===== config.mk =====
export PLATFORM = sky130hd
export DESIGN_NAME = cmd_frame_rcv
export DESIGN_NICKNAME = d
export VERILOG_FILES = /design/src/rtl/quad_comm_pkg.sv /design/src/rtl/cmd_resp_tx.sv /design/src/rtl/cmd_frame_rcv.sv
export SDC_FILE = /design/constraint.sdc
export NUM_CORES = 1
export LEC_CHECK = 0
export BUFFER_PORTS_ARGS = -buffer_cell sky130_fd_sc_hd__buf_2
export CAP_MARGIN = 15
export CORE_MARGIN = 3
export CORE_UTILIZATION = 53
export DETAILED_ROUTE_END_ITERATION = 6
export GPL_TIMING_DRIVEN = 1
export PLACE_DENSITY = 0.81
export SYNTH_ARGS = -nofsm -noshare
export SYNTH_HDL_FRONTEND = slang
export SYNTH_SLANG_ARGS = --single-unit

===== constraint.sdc =====
create_clock -name clk -period 1.5 [get_ports clk]
set_clock_uncertainty 0.05 [all_clocks]
set_input_delay 0.3 -clock clk [delete_from_list [all_inputs] [get_ports clk]]
set_output_delay 0.3 -clock clk [all_outputs]
set_load 0.05 [all_outputs]

===== src/rtl/quad_comm_pkg.sv =====
// rtl/quad_comm_pkg.sv - shared opcodes, ack byte and RX state encoding for the command link
package quad_comm_pkg;

    localparam logic [7:0] REQ_BATT  = 8'h01;
    localparam logic [7:0] SET_PTCH  = 8'h02;
    localparam logic [7:0] SET_ROLL  = 8'h03;
    localparam logic [7:0] SET_YAW   = 8'h04;
    localparam logic [7:0] SET_THRST = 8'h05;
    localparam logic [7:0] CALIBRATE = 8'h06;
    localparam logic [7:0] EMER_LAND = 8'h07;
    localparam logic [7:0] MTRS_OFF  = 8'h08;

    localparam logic [7:0] POS_ACK   = 8'hA5;

    // Which byte of the 3-byte frame is expected next.
    typedef enum logic [1:0] {
        RX_IDLE = 2'd0,
        RX_HIGH = 2'd1,
        RX_LOW  = 2'd2
    } rx_state_t;

endpackage


===== src/rtl/cmd_resp_tx.sv =====
// rtl/cmd_resp_tx.sv - single-entry response path from the command FSM to the UART transmitter
//
// Ports:
//   clk, rst_n      clock, synchronous active-low reset
//   snd_resp, resp  one-cycle send request and its response byte
//   tx_done         UART TX finished the current byte (pulse)
//   trmt, tx_data   one-cycle start pulse and byte to UART TX
//   resp_sent       set on tx_done, cleared by the next snd_resp
module cmd_resp_tx (
    input  logic       clk,
    input  logic       rst_n,
    input  logic       snd_resp,
    input  logic [7:0] resp,
    input  logic       tx_done,
    output logic       trmt,
    output logic [7:0] tx_data,
    output logic       resp_sent
);

    logic       busy;
    logic       pend_vld;
    logic [7:0] pend_data;

    always_ff @(posedge clk) begin
        if (!rst_n) begin
            busy      <= 1'b0;
            pend_vld  <= 1'b0;
            pend_data <= 8'h00;
            trmt      <= 1'b0;
            tx_data   <= 8'h00;
            resp_sent <= 1'b0;
        end else begin
            trmt <= 1'b0;
            if (tx_done && busy) begin
                resp_sent <= 1'b1;
                // A request landing on the done cycle is the newest one, so it
                // takes the slot ahead of (and replaces) any pending byte.
                if (snd_resp) begin
                    tx_data  <= resp;
                    trmt     <= 1'b1;
                    pend_vld <= 1'b0;
                end else if (pend_vld) begin
                    tx_data  <= pend_data;
                    trmt     <= 1'b1;
                    pend_vld <= 1'b0;
                end else begin
                    busy <= 1'b0;
                end
            end else if (snd_resp) begin
                if (busy) begin
                    pend_data <= resp;
                    pend_vld  <= 1'b1;
                end else begin
                    tx_data <= resp;
                    trmt    <= 1'b1;
                    busy    <= 1'b1;
                end
            end
            // A fresh request means the previous completion no longer applies.
            if (snd_resp) begin
                resp_sent <= 1'b0;
            end
        end
    end

endmodule


===== src/rtl/cmd_frame_rcv.sv =====
// rtl/cmd_frame_rcv.sv - assembles 3-byte UART command frames and returns 1-byte responses
//
// Optional inter-byte timeout: define FRAME_TIMEOUT_EN (limit TIMEOUT_CYC clk cycles).
//
// Ports:
//   clk, rst_n                      clock, synchronous active-low reset
//   rx_rdy, rx_data, clr_rx_rdy     UART RX byte handshake
//   cmd_rdy, cmd, data, clr_cmd_rdy assembled frame to the command FSM
//   snd_resp, resp                  response request from the command FSM
//   trmt, tx_data, tx_done          UART TX handshake
//   resp_sent                       response byte has left the transmitter
module cmd_frame_rcv
    import quad_comm_pkg::*;
#(
    parameter logic [21:0] TIMEOUT_CYC = 22'd2_500_000
) (
    input  logic        clk,
    input  logic        rst_n,
    input  logic        rx_rdy,
    input  logic [7:0]  rx_data,
    output logic        clr_rx_rdy,
    output logic        cmd_rdy,
    output logic [7:0]  cmd,
    output logic [15:0] data,
    input  logic        clr_cmd_rdy,
    input  logic        snd_resp,
    input  logic [7:0]  resp,
    output logic        trmt,
    output logic [7:0]  tx_data,
    input  logic        tx_done,
    output logic        resp_sent
);

    if (TIMEOUT_CYC == 22'd0) begin : g_timeout_chk
        $error("TIMEOUT_CYC must be nonzero");
    end

    rx_state_t  state;
    logic [7:0] cmd_sh;
    logic [7:0] dhi_sh;
    logic [7:0] dlo_sh;
    logic       frame_done;
    logic       accept;
    logic       frame_start;
    logic       timeout;

    // The UART drops rx_rdy one cycle after our clear pulse; skipping that
    // cycle keeps a byte from being counted twice.
    assign accept = rx_rdy && !clr_rx_rdy;

`ifdef FRAME_TIMEOUT_EN
    logic [21:0] idle_cnt;

    assign timeout = (state != RX_IDLE) && (idle_cnt == TIMEOUT_CYC - 22'd1);

    always_ff @(posedge clk) begin
        if (!rst_n) begin
            idle_cnt <= 22'd0;
        end else if ((state == RX_IDLE) || accept || timeout) begin
            idle_cnt <= 22'd0;
        end else begin
            idle_cnt <= idle_cnt + 22'd1;
        end
    end
`else
    assign timeout = 1'b0;
`endif

    // A byte seen on the timeout cycle opens a new frame rather than
    // completing the abandoned one.
    assign frame_start = accept && ((state == RX_IDLE) || timeout);

    always_ff @(posedge clk) begin
        if (!rst_n) begin
            state      <= RX_IDLE;
            cmd_sh     <= 8'h00;
            dhi_sh     <= 8'h00;
            dlo_sh     <= 8'h00;
            frame_done <= 1'b0;
            cmd        <= 8'h00;
            data       <= 16'h0000;
            cmd_rdy    <= 1'b0;
            clr_rx_rdy <= 1'b0;
        end else begin
            clr_rx_rdy <= 1'b0;
            frame_done <= 1'b0;

            if (frame_done) begin
                cmd  <= cmd_sh;
                data <= {dhi_sh, dlo_sh};
            end

            // Completion outranks a clear from the FSM; the first byte of a
            // new frame withdraws the stale one.
            if (frame_done) begin
                cmd_rdy <= 1'b1;
            end else if (frame_start || clr_cmd_rdy) begin
                cmd_rdy <= 1'b0;
            end

            if (accept) begin
                clr_rx_rdy <= 1'b1;
                if (frame_start) begin
                    cmd_sh <= rx_data;
                    state  <= RX_HIGH;
                end else if (state == RX_HIGH) begin
                    dhi_sh <= rx_data;
                    state  <= RX_LOW;
                end else begin
                    dlo_sh     <= rx_data;
                    frame_done <= 1'b1;
                    state      <= RX_IDLE;
                end
            end else if (timeout) begin
                state <= RX_IDLE;
            end
        end
    end

    cmd_resp_tx u_tx (
        .clk       (clk),
        .rst_n     (rst_n),
        .snd_resp  (snd_resp),
        .resp      (resp),
        .tx_done   (tx_done),
        .trmt      (trmt),
        .tx_data   (tx_data),
        .resp_sent (resp_sent)
    );

endmodule

==> results.py, run 1 <==
metrics = {
    "layout": {
        "stdcell_count": 417,
        "drive_above_1_share": 0.286,
        "n_antenna_cell": 0,
        "nets": 367,
        "area_growth_pct": 21.9,
    },
    "routing": {
        "drc": 0,
        "routedWlPerCell_um": 13.7,
        "via_per_inst": 5.27,
        "drt-initial-drc-count": 127,
        "vias": 2199,
        "ant_nets": 0,
        "drt-total-wl_um": 5700,
        "dr.pass1.iters": 4,
    },
    "clocking": {
        "cts_tree": "done",
        "root_buffer": "clkbuf_8",
        "worst_skew_pair.late_latency_ps": 340,
        "cts_buffers": 9,
        "cts.sinks": 73,
        "clk_pin_slew_ps": 80,
        "clock_path_buffers": 2,
        "htreeDepth": 3,
    },
    "floorplanning": {
        "ios": 58,
        "die_h_um": 78.5,
        "die_w_um": 78.5,
        "die_area_um2": 6170,
        "core_area_um2": 4910,
        "start_util": 0.568,
        "row_count": 25,
    },
    "synthesis": {
        "ys_ff_latch": 73,
        "ys.flop_type": "dfxtp_1",
        "syn_inst": 284,
        "synth-simple-area-share": 0.150,
        "synth_xor_area_frac": 0,
        "avgSynthCellArea_um2": 9.82,
        "netlist_area_um2": 2790,
        "synth_compound_area_frac": 0.127,
        "syn-num-nets": 306,
        "synthAdderAreaFrac": 0,
        "synth_warnings": 0,
        "synthMuxAreaShare": 0.144,
        "async_flop_share": 0,
        "synthDistinctLibCells": 27,
        "synth_top_family_by_area": "simple AND/OR/NAND/NOR gates",
        "ys_seq_area_frac": 0.524,
        "synth_edf_count": 0,
    },
    "timing": {
        "fin_crit_ps": 1420,
        "final.setup.tns_ps": 0,
        "finalWorstSetupSlack_ps": 82.1,
        "finalCritPeriodShare": 0.945,
        "rsz0062_at_grt": "false",
        "hold_violations": 0,
        "slew_headroom": 0.738,
        "finalSetupViolCount": 0,
        "tightest_slew_ps": 391,
        "clock.fmax_ghz": 0.705,
        "slew_viol_final": 0,
    },
    "placed_design": {
        "place_inst": 401,
        "globalplace.congestion": 0.774,
        "place_ws_ps": 57.9,
        "port_buffers": 57,
        "hpwl_um": 3900,
    },
    "global_route": {
        "grt_pass1_wl_um": 9630,
        "track_usage": 0.199,
        "grt_max_degree": 41,
        "use_met2": 0.301,
        "met1_usage": 0.263,
        "grt_overflow": 0,
        "antenna_found_initial": 0,
        "busiest_layer": "met2",
        "grt_pass1_vias": 2088,
        "grt_util_met3": 0.0436,
    },
    "pwr": {
        "p_leak_nw": 1.50,
        "ir_drop_mv": 0.705,
        "p_int_mw": 2.96,
        "switching_share": 0.255,
        "seqPwrFrac": 0.511,
        "power_density_nw_per_um2": 1170,
        "power_mw": 3.97,
        "pwr-share-comb": 0.097,
        "power_switching_mw": 1.02,
        "clkPwrFrac": 0.392,
    },
    "setup_path": {
        "end_kind": "flop",
        "crit_chain": "or4b_4 > buf_12 > a31oi_1 > nor2_1",
        "critPathLaunchType": "flop",
        "cp.arrival_ps": 1600,
        "crit_type": "reg -> reg",
        "slowest_delay_ps": 550,
        "critPathMaxFanout": 18,
        "cpLargestDelayFamily": "simple AND/OR/NAND/NOR gates",
        "required_ps": 1690,
        "slowest_stage": "or4b_4",
        "path_buf_inv": 1,
    },
    "run_status": {
        "status": "completed",
    },
    "job": {
        "cap_violations": 0,
    },
    "min_path": {
        "worstHoldPathType": "in -> reg",
    },
}
-- power by group through the flow --
| stage | registers, mW | logic, mW | clock network, mW |
|---|---|---|---|
| 3_5_place_dp | 2.08 | 0.383 | 0 |
| 2_1_floorplan | 2.13 | 0.204 | 0 |
| 6_report | 2.03 | 0.386 | 1.56 |
| 5_1_grt | 2.04 | 0.421 | 1.66 |
| 4_1_cts | 2.03 | 0.384 | 1.58 |
| 3_3_place_gp | 2.07 | 0.376 | 0 |
-- cell usage in the layout, fill, tap and decap left out --
cell,n
buf_12,3
bufinv_16,1
nand2_1,12
a21oi_1,5
nand3_2,1
buf_4,12
nand3b_1,2
nand3_1,15
o221ai_1,8
nand4b_1,1
dfxtp_1,72
nand2b_1,3
inv_6,1
clkbuf_8,10
a211oi_1,17
clkinv_2,2
a21oi_2,1
nor2b_1,8
inv_1,10
buf_2,57
o21ai_0,8
dfxtp_2,1
o21ai_1,1
or4b_4,1
nor2_1,45
o21ai_2,8
clkinv_4,2
mux2i_1,40
a31oi_1,1
nand4bb_1,1
nor3_1,1
-- cell usage after synthesis (2+ instances only) --
| cell type | instances | area, µm² |
|---|---|---|
| buf_1 | 3 | 11.3 |
| nand2_1 | 12 | 45.0 |
| o21ai_2 | 8 | 70.1 |
| a21oi_1 | 5 | 25.0 |
| clkbuf_1 | 8 | 30.0 |
| nor2_1 | 45 | 169 |
| nand3_1 | 15 | 75.1 |
| dfxtp_1 | 73 | 1460 |
| buf_2 | 9 | 45.0 |
| a211oi_1 | 17 | 128 |
| nand3b_1 | 2 | 15.0 |
| nor2b_1 | 8 | 50.1 |
| o21ai_0 | 8 | 40.0 |
| nand2b_1 | 3 | 18.8 |
| mux2i_1 | 40 | 400 |
| inv_1 | 10 | 37.5 |
| o221ai_1 | 8 | 70.1 |
-- final timing paths --
path | from | to | slack [ps] | cells after the start
worst max register to register | state[1]$_SDFFE_PN0P_ | cmd_rdy$_SDFFE_PN0P_ | 80 | 4
worst max-delay path | state[1]$_SDFFE_PN0P_ | cmd_rdy$_SDFFE_PN0P_ | 80 | 4
worst min-delay path | rx_data[0] | dlo_sh[0]$_SDFFE_PN0P_ | 170 | 3
worst min register to register | u_tx.tx_data[3]$_SDFFE_PN0P_ | u_tx.tx_data[3]$_SDFFE_PN0P_ | 420 | 2
-- kinds of logic after synthesis --
| kind of cell | count (synthesis) |
|---|---|
| and+or+nand+nor | 90 |
| DFF | 73 |
| AOI/OAI and AO/OA | 49 |
| muxes | 40 |
| buffers and inverters | 32 |
-- per-layer routing --
metal	up-vias	part of all wire
met5	-	0
met4	0	0.020
met3	9	0.049
met2	56	0.45
met1	1026	0.49
li1	1108	-
-- state kept, by name, summed over array words and instances (netlist names) --
register and flops:
u_tx.pend_data 8, u_tx.tx_data 8, cmd_rdy 1, cmd 8, state 2, frame_done 1, dhi_sh 8, u_tx.resp_sent 1
cmd_sh 8, clr_rx_rdy 1, data 16, dlo_sh 8, u_tx.pend_vld 1, u_tx.trmt 1, u_tx.busy 1
-- final cells by class --
cell class | instances | area (µm²)
clock buffers | 10 | 138
clock inverters | 6 | 66.3
fillers | 390 | 1510
inverters | 10 | 37.5
multi-input cells | 179 | 1170
flip-flops and latches | 73 | 1460
well taps | 67 | 83.8
repair buffers | 72 | 435
-- what timing repair did --
item	CTS	global route
setup buffers	0	0
gates resized for setup	0	1
hold buffers	0	0
endpoints found under the setup margin	0	1
-- worst reg2reg max path: cells and delay by family (launching register included) --
family | cells | cell delay, ps
flip-flops | 1 | 340
AND/OR/NAND/NOR | 2 | 600
buffers and inverters | 1 | 170
AO/OA/AOI/OAI | 1 | 160
-- through the flow --
stage          hold slack (ps)  instance area [µm²]  utilization
3_5_place_dp               404                 3190        0.650
3_3_place_gp               399                 3190        0.650
2_1_floorplan              350                 2790            -
5_1_grt                    175                 3400        0.692
4_1_cts                    165                 3390        0.691
6_report                   174                 3400        0.692
Power figures use the tool's default switching activity.
==> run 2, diff against run 1 <==
PLACE_DENSITY = 0.83   (was 0.81)
==> run 2 against run 1 <==
Net effect: sequential share of layout area is 0.48 points higher; register-to-register slack lost 30 ps; cell count fell by 0.24%; die area stayed put; core utilization down 0.76 points; largest power group unchanged; clock power down 8%; sequential power about the same; critical endpoint unchanged; hold slack improved by 2.3 ps; critical path type unchanged; clock-buffer cell count unchanged; critical path depth is the same; first-iteration DRC count decreased by 40%.
==> results.py, run 2 (same netlist as run 1, synthesis figures left out) <==
metrics = {
    "min_path": {
        "worstHoldStart": "rx_data[0]",
        "worstHoldPathType": "in -> reg",
    },
    "timing": {
        "final.setup.tns_ps": 0,
        "tightest_slew_ps": 314,
        "clock.fmax_ghz": 0.690,
        "finalCritPeriodShare": 0.966,
        "slew_headroom": 0.791,
        "fin_crit_ps": 1450,
        "rsz0062_at_grt": "false",
        "slew_viol_final": 0,
        "hold_violations": 0,
        "finalSetupViolCount": 0,
    },
    "job": {
        "cap_violations": 0,
    },
    "setup_path": {
        "startpoint": "state[1]$_SDFFE_PN0P_",
        "cp.arrival_ps": 1630,
        "path_buf_inv": 1,
        "end_kind": "flop",
        "r2r_start": "state[1]$_SDFFE_PN0P_",
        "critPathMaxFanout": 18,
        "slowest_stage": "or4b_4",
        "cpLargestDelayFamily": "simple AND/OR/NAND/NOR gates",
        "slowest_delay_ps": 560,
        "crit_type": "reg -> reg",
        "required_ps": 1680,
        "critPathLaunchType": "flop",
        "crit_chain": "or4b_4 > buf_12 > a31oi_1 > nor2_1",
    },
    "layout": {
        "nets": 366,
        "largest_register_ffs": 16,
        "n_antenna_cell": 0,
        "regMostFlops": "data",
        "multi_input_area_um2": 1170,
        "final_cell_mix": "dfxtp_1, buf_2, nor2_1",
        "area_growth_pct": 20.6,
        "fin_util": 0.684,
        "layout.cells.most_common": "dfxtp_1",
        "fillCellCount": 403,
        "drive_above_1_share": 0.281,
        "seqCellArea_um2": 1460,
    },
    "global_route": {
        "grt_overflow": 0,
        "grt_pass1_wl_um": 9980,
        "grt_pass1_vias": 2134,
        "track_usage": 0.204,
        "grt_max_degree": 36,
        "antenna_found_initial": 0,
    },
    "floorplanning": {
        "core_area_um2": 4910,
        "die_w_um": 78.5,
        "row_count": 25,
        "die_h_um": 78.5,
        "start_util": 0.568,
        "die_area_um2": 6170,
        "ios": 58,
    },
    "placed_design": {
        "hpwl_um": 3950,
        "port_buffers": 57,
        "globalplace.congestion": 0.802,
    },
    "clocking": {
        "root_buffer": "clkbuf_8",
        "ctsResizeCount": 0,
        "htreeDepth": 3,
        "cts_hold_buf": 0,
        "cts_tree": "done",
        "clk_pin_slew_ps": 80,
        "postCtsSetupBuffers": 0,
        "worst_skew_pair.late_latency_ps": 340,
        "clock_path_buffers": 2,
        "cts.sinks": 73,
        "cts_buffers": 9,
    },
    "pwr": {
        "ir_drop_mv": 0.919,
        "p_leak_nw": 1.48,
        "power_mw": 3.85,
        "power_density_nw_per_um2": 1150,
    },
    "run_status": {
        "status": "completed",
    },
    "routing": {
        "routedWlPerCell_um": 13.7,
        "drt-total-wl_um": 5700,
        "drc": 0,
        "drt-initial-drc-count": 76,
        "dr.pass1.iters": 4,
        "vias": 2168,
        "ant_nets": 0,
        "via_per_inst": 5.21,
    },
}
-- run 2: cell count changes in the layout (fill, tap and decap cells not counted), sizes merged --
cell	delta
inv	-1
clkinv	+1
buf	-1
-- run 2: worst min-delay path, delay by kind of cell --
kind	cells	cell delay (ps)
muxes	1	60
buffers and inverters	1	100
and+or+nand+nor	1	70
-- run 2: per-stage QoR --
stage	area, µm²	hold WS, ps	setup WS (ps)	cells
after floorplan	2790	350	40.0	284
after global placement	3170	398	61.1	400
after detailed placement	3170	408	35.5	400
after CTS	3360	160	26.2	416
after global routing	3360	169	21.0	416
final	3360	177	51.3	416
-- run 2: routing by layer --
metal / track usage / vias to the layer above / routed length, µm
met1: 0.267 / 1011 / 2790
met4: 0.0647 / 0 / 58
met2: 0.318 / 49 / 2520
li1: - / 1102 / -
met5: 0 / - / 0
met3: 0.0677 / 6 / 326
-- run 2: final timing paths --
check / end / slack [ps] / cells after the start
setup / recovery: cmd_rdy$_SDFFE_PN0P_ / 50 / 4
hold / removal: dlo_sh[0]$_SDFFE_PN0P_ / 180 / 3
setup reg to reg: cmd_rdy$_SDFFE_PN0P_ / 50 / 4
hold reg to reg: u_tx.tx_data[5]$_SDFFE_PN0P_ / 420 / 2
-- run 2: layout make-up --
class / instances / area share
Sequential cell: 73 / 0.435
Clock buffer: 10 / 0.0380
Multi-Input combinational cell: 179 / 0.350
Inverter: 10 / 0.0112
Tap cell: 67 / 0.0249
Clock inverter: 6 / 0.0175
Timing Repair Buffer: 71 / 0.124
-- run 2: power by group --
group          leakage [nW]  switching [mW]  total [mW]  internal (mW)
registers             0.593          0.0369        2.03           2.00
clock network        0.0998           0.680        1.44          0.760
logic                 0.790           0.244       0.382          0.138
==> run 3, diff against run 2 <==
ABC_AREA = 1   (was default)
==> run 3 against run 2 <==
Net effect: wire length is 0.46% higher; first-iteration DRC count is 120% higher; setup slack better by 110 ps; total power is 9.9% higher; critical path type is now reg -> out; largest cell class unchanged.
==> results.py, run 3 <==
metrics = {
    "routing": {
        "vias": 2311,
        "dr.pass1.iters": 4,
        "ant_nets": 0,
        "wl_met1_um": 2760,
        "drt-initial-drc-count": 164,
        "route.met3.wl_um": 290,
        "top_layer": "met4",
        "drc": 0,
        "met2_length_um": 2580,
        "via_per_inst": 4.93,
        "drt-total-wl_um": 5720,
        "routedWlPerCell_um": 12.2,
    },
    "setup_path": {
        "path_depth": 1,
        "path_buf_inv": 1,
        "required_ps": 1150,
        "slowest_stage": "dfxtp_1",
        "reg2reg_depth": 4,
        "end_kind": "primary output",
        "crit_chain": "buf_2",
        "critPathMaxFanout": 2,
        "cpLargestDelayFamily": "flip-flops",
        "slowest_delay_ps": 370,
        "rrSetupSlack_ps": 200,
        "critPathLaunchType": "flop",
        "cp.arrival_ps": 980,
        "crit_type": "reg -> out",
    },
    "clocking": {
        "clock_path_buffers": 2,
        "root_buffer": "clkbuf_8",
        "cts_hold_buf": 0,
        "htreeDepth": 3,
        "worst_skew_pair.late_latency_ps": 330,
        "clk_pin_slew_ps": 70,
        "cts_buffers": 9,
        "cts.sinks": 73,
        "cts_tree": "done",
    },
    "timing": {
        "hold_violations": 0,
        "slew_headroom": 0.740,
        "tightest_slew_ps": 389,
        "clock.fmax_ghz": 0.749,
        "finalCritPeriodShare": 0.890,
        "fin_crit_ps": 1330,
        "slew_viol_final": 0,
        "finalSetupViolCount": 0,
        "final.setup.tns_ps": 0,
        "rsz0062_at_grt": "false",
    },
    "placed_design": {
        "hpwl_um": 4070,
        "dpl_cell_area_um2": 3020,
        "port_buffers": 57,
        "globalplace.congestion": 0.855,
    },
    "global_route": {
        "grt_pass1_wl_um": 9740,
        "grt_pass1_vias": 2172,
        "antenna_found_initial": 0,
        "grt_overflow": 0,
        "track_usage": 0.203,
        "grt_max_degree": 24,
    },
    "min_path": {
        "hold_depth": 3,
        "worstHoldPathType": "in -> reg",
    },
    "floorplanning": {
        "row_count": 25,
        "die_h_um": 77.3,
        "core_area_um2": 4820,
        "ios": 58,
        "start_util": 0.559,
        "die_area_um2": 5970,
        "die_w_um": 77.3,
    },
    "synthesis": {
        "netlist_area_um2": 2690,
        "synth_top_cells_by_count": "dfxtp_1, nor2_1, o21ai_0, nand2_1, a21oi_1",
        "synth_edf_count": 0,
        "async_flop_share": 0,
        "synthDistinctLibCells": 22,
        "synth_area_leaders": "dfxtp_1, o21ai_0, nor2_1",
        "synth_warnings": 0,
        "syn-num-nets": 361,
        "syn_inst": 339,
        "yosysMostFrequentCell": "dfxtp_1",
        "ys.flop_type": "dfxtp_1",
        "avgSynthCellArea_um2": 7.95,
        "netlist.area_leader.share": 0.542,
        "ys_seq_area_frac": 0.542,
        "yosysTopAreaCell": "dfxtp_1",
        "ys_ff_latch": 73,
    },
    "pwr": {
        "power_density_nw_per_um2": 1300,
        "p_leak_nw": 1.53,
        "ir_drop_mv": 0.850,
    },
    "layout": {
        "area_growth_pct": 20.9,
        "drive_above_1_share": 0.221,
        "n_antenna_cell": 0,
        "largest_register_ffs": 16,
        "fillCellCount": 411,
        "final_cell_area_um2": 3260,
        "nets": 420,
        "regMostFlops": "data",
        "layout.cells.most_common": "dfxtp_1",
        "final_cell_mix": "dfxtp_1, nor2_1, buf_2",
    },
    "job": {
        "cap_violations": 0,
    },
    "run_status": {
        "status": "completed",
    },
}
run 3: per-stage QoR:
step / power [mW] / worst slack (ps) / util / std cells / hold WS (ps)
after detailed placement: 2.55 / 96.7 / 0.627 / 454 / 392
after global routing: 4.40 / 4.81 / 0.676 / 469 / 174
final: 4.23 / 166 / 0.676 / 469 / 176
after CTS: 4.26 / 97.8 / 0.675 / 469 / 170
after floorplan: 2.43 / 103 / - / 339 / 322
after global placement: 2.54 / 153 / 0.627 / 454 / 394
run 3: final timing paths:
| path | startpoint | endpoint |
|---|---|---|
| hold reg to reg | dlo_sh[2]$_SDFFE_PN0P_ | data[2]$_SDFFE_PN0P_ |
| setup / recovery | clr_rx_rdy$_SDFF_PN0_ | clr_rx_rdy |
| setup reg to reg | state[1]$_SDFFE_PN0P_ | cmd_sh[2]$_SDFFE_PN0P_ |
| hold / removal | rx_data[0] | dlo_sh[0]$_SDFFE_PN0P_ |
run 3: logic make-up after synthesis:
| kind of cell | share of synthesized area |
|---|---|
| buf+inv | 0.0725 |
| simple gates | 0.213 |
| flops | 0.542 |
| compound gates | 0.172 |
run 3: area by class of cell:
cell class                 instances  area [µm²]  share of cell area
clock inverter                     2        60.1              0.0184
timing repair buffer              62         323              0.0991
clock buffer                      13         169              0.0518
inverter                          31         116              0.0357
multi-input combinational        221        1040               0.321
sequential                        73        1460               0.449
tap                               67        83.8              0.0257
run 3: routing by layer:
metal | GRT usage | up-vias
met5 | 0 | -
met3 | 0.0575 | 9
li1 | - | 1206
met1 | 0.263 | 1039
met2 | 0.315 | 57
met4 | 0.0872 | 0
run 3: where the power goes:
group,internal (mW),leakage [nW],switching [mW]
Sequential,2.02,0.594,0.0385
Combinational,0.132,0.815,0.319
Clock,1.07,0.116,0.659
Total,3.22,1.53,1.02
run 3: what timing repair did:
item,CTS,global route
resized for setup,0,2
setup endpoints to repair,0,7
setup buffers,0,0
run 3: tightest hold or removal path, cell delays in order:
cell and delay (ps):
buf_2 110, nand2_1 50, o21ai_0 60
